File: config.mk
export PLATFORM = sky130hd
export DESIGN_NAME = nibble_serial_addsub
export DESIGN_NICKNAME = d
export VERILOG_FILES = /design/src/rtl/nibble_serial_addsub.sv
export SDC_FILE = /design/constraint.sdc
export NUM_CORES = 1
export LEC_CHECK = 0
export ABC_AREA = 1
export CAP_MARGIN = 0
export CORE_MARGIN = 4
export CORE_UTILIZATION = 52
export CTS_CLUSTER_SIZE = 8
export DETAILED_ROUTE_END_ITERATION = 12
export PLACE_DENSITY = 0.85
export SLEW_MARGIN = 20
export SYNTH_ARGS = -nofsm -noshare
export SYNTH_HDL_FRONTEND = slang
export SYNTH_SLANG_ARGS = --single-unit
export TNS_END_PERCENT = 5
File: constraint.sdc
create_clock -name clk -period 3.5 [get_ports clk]
set_input_delay 0.7 -clock clk [delete_from_list [all_inputs] [get_ports clk]]
set_output_delay 0.7 -clock clk [all_outputs]
set_load 0.05 [all_outputs]
File: src/rtl/nibble_serial_addsub.sv
// Serial adder/subtractor: one nibble per cycle through a 4-bit CLA.
// A final RUN cycle registers the flags from the completed result.
module nibble_serial_addsub #(
    parameter int WIDTH = 32
) (
    input  logic             clk,
    input  logic             rst_n,
    input  logic             start,
    input  logic             sub,
    input  logic [WIDTH-1:0] a,
    input  logic [WIDTH-1:0] b,
    output logic             busy,
    output logic             done,
    output logic [WIDTH-1:0] result,
    output logic             cout,
    output logic             ovf,
    output logic             zero
);
    localparam int NIB = WIDTH / 4;
    localparam int CW  = $clog2(NIB + 1);
    localparam int MSB = WIDTH - 1;

    typedef enum logic [1:0] {
        IDLE,
        RUN,
        DONE
    } state_t;

    state_t           state;
    state_t           state_nx;
    logic [CW-1:0]    cnt;
    logic [WIDTH-1:0] opa;
    logic [WIDTH-1:0] opb;
    logic             cy;
    logic             fin;
    logic [3:0]       na;
    logic [3:0]       nb;
    logic [3:0]       g;
    logic [3:0]       p;
    logic [3:0]       ns;
    logic [4:0]       c;

    // cnt == NIB marks the flag-capture cycle after the last nibble
    assign fin = (cnt == CW'(NIB));

    always_comb begin
        na = '0;
        nb = '0;
        for (int k = 0; k < NIB; k++) begin
            if (cnt == CW'(k)) begin
                na = opa[4*k +: 4];
                nb = opb[4*k +: 4];
            end
        end
    end

    assign g    = na & nb;
    assign p    = na ^ nb;
    assign c[0] = cy;
    assign c[1] = g[0] | (p[0] & c[0]);
    assign c[2] = g[1] | (p[1] & g[0]) | (p[1] & p[0] & c[0]);
    assign c[3] = g[2] | (p[2] & g[1]) | (p[2] & p[1] & g[0])
                | (p[2] & p[1] & p[0] & c[0]);
    assign c[4] = g[3] | (p[3] & g[2]) | (p[3] & p[2] & g[1])
                | (p[3] & p[2] & p[1] & g[0])
                | (p[3] & p[2] & p[1] & p[0] & c[0]);
    assign ns   = p ^ c[3:0];

    always_comb begin
        state_nx = state;
        unique case (state)
            IDLE: if (start) state_nx = RUN;
            RUN:  if (fin) state_nx = DONE;
            DONE: state_nx = IDLE;
            default: state_nx = IDLE;
        endcase
    end

    assign busy = (state != IDLE);
    assign done = (state == DONE);

    always_ff @(posedge clk or negedge rst_n) begin
        if (!rst_n) state <= IDLE;
        else        state <= state_nx;
    end

    always_ff @(posedge clk or negedge rst_n) begin
        if (!rst_n) begin
            cnt    <= '0;
            opa    <= '0;
            opb    <= '0;
            cy     <= 1'b0;
            result <= '0;
            cout   <= 1'b0;
            ovf    <= 1'b0;
            zero   <= 1'b0;
        end else begin
            unique case (state)
                IDLE: begin
                    if (start) begin
                        opa <= a;
                        opb <= sub ? ~b : b;
                        cy  <= sub;
                        cnt <= '0;
                    end
                end
                RUN: begin
                    if (!fin) begin
                        for (int k = 0; k < NIB; k++) begin
                            if (cnt == CW'(k)) result[4*k +: 4] <= ns;
                        end
                        cy  <= c[4];
                        cnt <= cnt + 1'b1;
                    end else begin
                        cout <= cy;
                        ovf  <= (opa[MSB] == opb[MSB]) &&
                                (result[MSB] != opa[MSB]);
                        zero <= (result == '0);
                    end
                end
                default: ;
            endcase
        end
    end
endmodule

[Word level (Yosys, flattened, before mapping)]
Cells that the tools add are included.
Cells by class
  equality and inequality tests: 15
  bitwise operators: 31
  reductions and logical operators: 18
  muxes and demuxes: 26
  $add $sub $neg: 1
Operator list (count)
  4-bit two-way mux: 18
  32-bit zero test: 1
  32-bit two-way mux: 1
  32-bit inverter: 1
  3-bit AND reduction: 9
  1-bit bitwise AND: 16
  4-bit by 3-bit == test with 1-bit output (second input constant): 4
  1-bit bitwise OR: 10
  4-bit by 2-bit == test with 1-bit output (second input constant): 2
  4-bit case mux with 2 select lines: 1
  4-bit XOR: 2
  2-bit inequality test (second input constant): 3
  2-bit AND reduction: 3
  4-bit by 1-bit adder with 4-bit output (second input constant): 1
  4-bit bitwise AND: 1
  4-bit by 1-bit == test with 1-bit output (second input constant): 1
  4-bit == test (second input constant): 1
  4-bit zero test: 1
  2-bit two-way mux: 2
  2-bit case mux with 2 select lines: 1
  2-bit nonzero test: 2
  2-bit by 1-bit == test with 1-bit output (second input constant): 1
  2-bit == test (second input constant): 1
  2-bit zero test: 1
  other kinds (6): 7
Word-level totals
  bits in registers: 106
  word-level logic and storage cells: 107

[Depth between registers and ports, before layout]
Gate-level depths: netlist of run 1.
  depth after elaboration: 17
  mapped depth: 18
  depth with buffers taken out: 17

[Worst setup path before layout of run 1]
Ideal clock, no wire load.
  path kind: reg2reg
  start point: register cnt[0]
  end point: register result[11]
  setup time: 0.137 ns
  period minus slack after synthesis: 2.587 ns
  arrival time: 2.450 ns
  path slack: 0.913 ns
  cell stages (with the launch flop): 16
  path buffers: 1
  cell sequence: dfrtp_1 > inv_1 > ha_1 > clkbuf_2 > nand3_1 > inv_1 > nand2_1 > nand4_1 > nand2_1 > a21oi_1 > ha_1 > nand3_1 > nand2_1 > a21o_1 > xnor2_1 > o21ai_0
Between the ends
  word-level cells in the longest chain between the ends: 15
  elaborated cells between the ends (all ways): 38
RTL lines
  from (decl): RTL line 31  | logic [CW-1:0] cnt;
  from (signal assigned): RTL line 113  | cnt <= cnt + 1'b1;
  4-bit zero test: RTL line 50  | if (cnt == CW'(k)) begin
  4-bit two-way mux (8 in series): RTL line 50
  4-bit XOR or 4-bit bitwise AND (tied branches): RTL line 58, 57
  1-bit bitwise AND (on tied branches): RTL line 62, 63
  1-bit bitwise OR, or another cell as far along: RTL line 62  | assign c[3] = g[2] | (p[2] & g[1]) | (p[2] & p[1] & g[0])
  1-bit bitwise OR or 1-bit bitwise AND (tied branches): RTL line 62, 63
  1-bit bitwise OR: RTL line 63  | | (p[2] & p[1] & p[0] & c[0]);
  4-bit XOR: RTL line 67  | assign ns = p ^ c[3:0];
  to (signal, indexed assignment): RTL line 110  | if (cnt == CW'(k)) result[4*k +: 4] <= ns;
  to (decl): RTL line 14  | output logic [WIDTH-1:0] result,
Several ways; a longest one is shown, not always the timed one.
A chain may end at the register's enable or synchronous reset.

[Final worst setup path of run 1]
  start point: register cnt[1]
  end point: register result[5]
Between the ends
  word-level cells in the longest chain between the ends: 13
  elaborated cells between the ends (all ways): 32
RTL lines
  4-bit zero test: RTL line 50
  4-bit two-way mux (8 in series): RTL line 50
  4-bit XOR: RTL line 58  | assign p = na ^ nb;
  1-bit bitwise AND: RTL line 60  | assign c[1] = g[0] | (p[0] & c[0]);
  1-bit bitwise OR: RTL line 60
  4-bit XOR: RTL line 67
Several ways; a longest one is shown, not always the timed one.

==> metrics.yaml, run 1 <==
sta:
  min_period_over_period: 0.894
  max_freq_mhz: 320
  hold_violations: 0
  finalHoldWorstSlack_ns: 0.399
  rsz0062_at_grt: "false"
  setup_viol: 0
  setup_tns_ns: 0
  period_needed_ns: 3.13
  worstMarginPinSlew_ns: 0.882
  slew_headroom: 0.412
  fin_skew_ns: 0.00973
  fin_ws_ns: 0.372
  drv_slew: 0
synth:
  syn_nets: 715
  syn_inst: 638
  seq_area_frac_synth: 0.510
  ys_types: 29
  syn_area_mm2: 0.00520
  synth_area_per_cell_um2: 8.15
  synth.top_cell.area_share: 0.510
  yosysWarnings: 0
  synth_area_leader_cell: "dfrtp_1"
  yosys-top-cells-area: "dfrtp_1 51%, nand2_1 17%, o21ai_0 6.6%, xnor2_1 5.7%, nor2_1 3.1%"
  yosys_register_bits: 106
grt:
  grt_max_degree: 62
  grt.overflow.total: 0
  antenna_found_initial: 0
  grt_pass1_vias: 4394
  grt_pass1_wl_mm: 21.0
  grt_usage: 0.226
drt:
  dr_total_vias: 4519
  final_antenna_net_count: 0
  vias_per_cell: 5.18
  drtIter0Drc: 271
  wirelength_mm: 12.5
  drt-pass1-iter-count: 5
  wl_per_cell_um: 14.3
  drc: 0
clocking:
  worst_skew_pair.late_latency_ns: 0.37
  h-tree-depth: 3
  postCtsHoldBufs: 0
  cts_root_buffer: "clkbuf_8"
  cts_tree: "done"
  clockBufferDepth: 2
  clk_transition_reported_paths_ns: 0.09
  clock-sinks: 106
  numCtsBuffers: 9
die:
  core_mm2: 0.00977
  die-area_mm2: 0.0117
  die_h_um: 108
  ios: 105
  fp.dieW_um: 108
  rows: 36
  start_util: 0.532
placement:
  gp_congestion: 0.901
  port_buffers: 104
  place_ws_ns: 0.271
  dp_hpwl_mm: 9.50
critical_path:
  reg2regPathDepth: 12
  crit_path_start_kind: "flop"
  worstPathRequired_ns: 3.81
  arrival_ns: 3.44
  crit_path_end_kind: "flop"
  path_class: "reg -> reg"
  cp_max_fo: 11
pwr:
  ir_drop_mv: 0.742
  leakagePower_nw: 3.11
  powerDensity_mw_per_mm2: 1010
flow_run:
  drv_cap: 0
final_layout:
  fin_util: 0.670
  diodes: 0
  syn_to_final_growth_pct: 25.9
  drive_above_1_share: 0.0474
  fillers: 833
  nets: 811
run_status:
  status: "finished clean"
worst_hold_path:
  min_path_type: "in -> async"
where the power goes:
| group | switching, mW | leakage (nW) | internal (mW) |
|---|---|---|---|
| Combinational | 2.42 | 1.68 | 1.22 |
| Clock | 0.402 | 0.0966 | 0.351 |
| Sequential | 0.432 | 1.33 | 1.79 |
state kept, by name (all words and copies together), names as in the netlist:
register	cells
zero	1
state	2
cnt	4
opb	32
cy	1
cout	1
opa	32
ovf	1
result	32
synth_stat cells:
cell	count
nand2_1	235
dfrtp_1	106
o21ai_0	69
nor2_1	43
inv_1	40
xnor2_1	34
nand3_1	29
buf_2	14
nand4_1	12
clkbuf_1	8
ha_1	8
nor4_1	8
a21oi_1	7
mux2_2	3
nand2_2	3
nor2_4	3
nor3_1	2
or2_1	2
xor2_1	2
a21boi_0	1
a21o_1	1
a31oi_1	1
buf_4	1
buf_6	1
clkbuf_2	1
clkinv_1	1
fa_1	1
inv_2	1
nand3b_1	1
cell usage in the layout, fill, tap and decap left out, types with 3 or more instances in the layout:
cell	instances
nand2_1	234
dfrtp_1	106
clkdlybuf4s50_1	102
o21ai_0	69
nor2_1	43
inv_1	40
xnor2_1	32
nand3_1	29
nand4_1	12
clkbuf_8	10
nor4_1	8
ha_1	8
a21oi_1	7
buf_4	6
nand2_2	4
nor2_4	3
mux2_2	3
through the flow:
step	instances	total power, mW	cell area (um2)
CTS	872	6.53	6530
detailed placement	856	5.77	6340
global route	872	7.13	6550
global placement	856	5.64	6340
floorplan	638	4.57	5200
finish	872	6.61	6550
what timing repair did:
action	CTS	global route
endpoints found under the setup margin	0	14
buffers inserted	0	0
resized for setup	0	2
logic make-up (layout without fill, tap and decap cells):
group,count (synthesis),count (layout),synth area share
simple gates,338,338,0.268
flops,106,106,0.510
compound gates,79,79,0.0772
buf+inv,67,168,0.0541
xor+xnor,36,36,0.0606
fa+ha+maj,9,9,0.0231
mux,3,3,0.00649
area by class of cell:
cell class / instances / area [um2] / share of cell area
inverters: 42 / 158 / 0.0241
multi-input cells: 465 / 2280 / 0.349
well taps: 133 / 166 / 0.0254
clock inverters: 4 / 51.3 / 0.00783
clock buffers: 12 / 145 / 0.0222
repair buffers: 110 / 1090 / 0.167
flip-flops and latches: 106 / 2650 / 0.405
layer usage:
metal | vias to the layer above | track usage | share of wire | wire, um
met3 | 21 | 0.0328 | 0.060 | 749
met4 | 0 | 0.0812 | 0.023 | 291
met2 | 155 | 0.369 | 0.47 | 5900
li1 | 2220 | - | - | -
met5 | - | 0 | 0 | 0
met1 | 2123 | 0.311 | 0.44 | 5540
final timing paths:
check                                    from                     end  slack, ns
setup / recovery           cnt[1]$_DFFE_PN0P_   result[5]$_DFFE_PN0P_       0.37
hold / removal                          rst_n  result[12]$_DFFE_PN0P_       0.40
setup reg to reg           cnt[1]$_DFFE_PN0P_   result[5]$_DFFE_PN0P_       0.37
hold reg to reg            opb[7]$_DFFE_PN0P_      opb[7]$_DFFE_PN0P_       0.50
max in group asynchronous               rst_n     opb[21]$_DFFE_PN0P_       2.40
min in group clk           opb[7]$_DFFE_PN0P_      opb[7]$_DFFE_PN0P_       0.50
critical path, cell delays in order (launching register included):
cell and delay [ns]:
dfrtp_1 0.43, inv_1 0.11, ha_1 0.41, inv_1 0.23, nand4_1 0.14, nand3_1 0.07
nand2_1 0.09, nand4_1 0.08, nand2_1 0.07, a21oi_1 0.11, fa_1 0.43, xor2_1 0.61
mux2_2 0.28
(Power assumes the default switching activity.)
==> run 2: changes to the inputs <==
- CORE_MARGIN: 4 -> 3
- CTS_CLUSTER_DIAMETER: default -> 80
- SLEW_MARGIN: 20 -> default
==> metrics.yaml, run 2 (synthesized netlist as in run 1, its figures left out) <==
clocking:
  postCtsHoldBufs: 0  # unchanged
  numCtsBuffers: 9  # unchanged
  cts.repair.resized: 0  # unchanged
  clk_transition_reported_paths_ns: 0.10  # was 0.09 ns
  worst_skew_pair.late_latency_ns: 0.37  # about the same
  cts_root_buffer: "clkbuf_8"  # unchanged
  post-cts-setup-buffers: 0  # unchanged
  clock-sinks: 106  # unchanged
  clockBufferDepth: 2  # unchanged
  h-tree-depth: 3  # unchanged
  cts_tree: "done"  # unchanged
sta:
  period_needed_ns: 3.22  # was 3.13 ns
  hold_violations: 0  # unchanged
  fin_skew_ns: 0.0134  # was 0.00973 ns
  max_freq_mhz: 310  # was 320 MHz
  setup_tns_ns: 0  # unchanged
  rsz0062_at_grt: "false"  # unchanged
  finalHoldWorstSlack_ns: 0.415  # was 0.399 ns
  drv_slew: 0  # unchanged
  worstMarginPinSlew_ns: 0.889  # was 0.882 ns
  slew_headroom: 0.407  # was 0.412
  setup_viol: 0  # unchanged
  fin_ws_ns: 0.275  # was 0.372 ns
  min_period_over_period: 0.921  # was 0.894
grt:
  antenna_found_initial: 0  # unchanged
  met1_usage: 0.296  # was 0.311
  grt.overflow.total: 0  # unchanged
  use_met3: 0.0328  # about the same
  grt_pass1_wl_mm: 21.0  # about the same
  grt_pass1_vias: 4597  # was 4394
  grt_max_degree: 65  # was 62
  top_usage_layer: "met2"  # unchanged
  gr-usage-met2: 0.386  # was 0.369
  grt_usage: 0.228  # was 0.226
die:
  start_util: 0.550  # was 0.532
  rows: 35  # was 36
  core_mm2: 0.00946  # was 0.00977 mm2
  fp.dieW_um: 106  # was 108 um
  die_h_um: 106  # was 108 um
  die-area_mm2: 0.0112  # was 0.0117 mm2
  ios: 105  # unchanged
placement:
  dp_hpwl_mm: 9.46  # was 9.50 mm
  place_ws_ns: 0.313  # was 0.271 ns
  port_buffers: 104  # unchanged
  gp_congestion: 0.915  # was 0.901
critical_path:
  path_class: "reg -> reg"  # unchanged
  crit_path_end_kind: "flop"  # unchanged
  arrival_ns: 3.43  # was 3.44 ns
  crit_path_start_kind: "flop"  # unchanged
  worstPathRequired_ns: 3.71  # was 3.81 ns
  cp_max_fo: 10  # was 11
drt:
  dr_total_vias: 4587  # was 4519
  final_antenna_net_count: 0  # unchanged
  drt-pass1-iter-count: 5  # unchanged
  wl_per_cell_um: 14.2  # was 14.3 um
  vias_per_cell: 5.28  # was 5.18
  wirelength_mm: 12.4  # was 12.5 mm
  drtIter0Drc: 227  # was 271
  drc: 0  # unchanged
pwr:
  ir_drop_mv: 0.509  # was 0.742 mV
  p_comb_frac: 0.556  # was 0.550
  leakagePower_nw: 3.08  # was 3.11 nW
  power_frac_clock: 0.102  # was 0.114
  p_sw_mw: 3.22  # was 3.25 mW
  powerDensity_mw_per_mm2: 998  # was 1010 mW/mm2
  total_power_mw: 6.49  # was 6.61 mW
  internal_power_mw: 3.27  # was 3.36 mW
  seqPwrFrac: 0.342  # was 0.336
  p_sw_frac: 0.497  # was 0.492
final_layout:
  diodes: 0  # unchanged
  syn_to_final_growth_pct: 24.9  # was 25.9%
  layout_common_cells: "234 x nand2_1, 106 x dfrtp_1, 102 x clkdlybuf4s50_1"  # unchanged
  final_common_cell: "nand2_1"  # unchanged
  drive_above_1_share: 0.0433  # was 0.0474
  largestRegisters: "opa (32), opb (32), result (32)"  # unchanged
  fillers: 758  # was 833
  nets: 811  # unchanged
worst_hold_path:
  min_path_type: "in -> async"  # unchanged
flow_run:
  drv_cap: 0  # unchanged
run_status:
  status: "finished clean"  # unchanged
==> run 2: cell count changes in the layout (fill, tap and decap cells not counted) <==
cell / before / now
xnor2_2: 2 / 0
bufinv_16: 1 / 0
clkbuf_8: 10 / 9
xnor2_1: 32 / 34
clkbuf_1: 2 / 3
clkinvlp_4: 1 / 2
==> run 2: power by group through the flow <==
stage | combinational, mW | clock [mW] | sequential (mW)
3_5_place_dp | 3.60 | 0 | 2.23
3_3_place_gp | 3.42 | 0 | 2.20
6_report | 3.60 | 0.662 | 2.22
4_1_cts | 3.61 | 0.670 | 2.21
5_1_grt | 3.97 | 0.718 | 2.28
2_1_floorplan | 1.91 | 0 | 2.67
==> run 2: metrics by stage <==
| stage | utilization | cell area, um2 | cells |
|---|---|---|---|
| after floorplan | - | 5200 | 638 |
| after global placement | 0.669 | 6330 | 852 |
| after detailed placement | 0.669 | 6330 | 852 |
| after CTS | 0.687 | 6500 | 868 |
| after global routing | 0.687 | 6500 | 868 |
| final | 0.687 | 6500 | 868 |
==> run 2: final cells by class <==
type | count | area (um2) | area share
inverters | 42 | 158 | 0.0243
well taps | 129 | 161 | 0.0248
repair buffers | 110 | 1090 | 0.168
clock buffers | 12 | 135 | 0.0208
clock inverters | 4 | 28.8 | 0.00443
multi-input cells | 465 | 2270 | 0.349
flip-flops and latches | 106 | 2650 | 0.408
==> run 2: routing by layer <==
metal  up-vias  routed length [um]
li1       2226                   -
met1      2161                5280
met2       173                6050
met3        27                 684
met4         0                 333
met5         -                   0
==> run 2: worst paths after layout <==
| kind | cells past startpoint | from | slack (ns) | endpoint |
|---|---|---|---|---|
| min in group clk | 2 | opa[5]$_DFFE_PN0P_ | 0.49 | opa[5]$_DFFE_PN0P_ |
| min reg2reg | 2 | opa[5]$_DFFE_PN0P_ | 0.49 | opa[5]$_DFFE_PN0P_ |
| max reg2reg | 13 | cnt[0]$_DFFE_PN0P_ | 0.28 | result[26]$_DFFE_PN0P_ |
| max | 13 | cnt[0]$_DFFE_PN0P_ | 0.28 | result[26]$_DFFE_PN0P_ |
| min | 1 | rst_n | 0.41 | result[12]$_DFFE_PN0P_ |
| max in group asynchronous | 2 | rst_n | 2.37 | opa[15]$_DFFE_PN0P_ |
==> run 2: critical path, cell delays in order (launching register included) <==
cell and delay [ns]:
dfrtp_1 0.45, inv_1 0.12, ha_1 0.39, nand3_1 0.18
inv_1 0.22, nand2_1 0.07, nand4_1 0.10, nand2_1 0.05
a21oi_1 0.28, ha_1 0.30, nand3_1 0.10, nand2_1 0.09
xnor2_1 0.52, o21ai_0 0.19
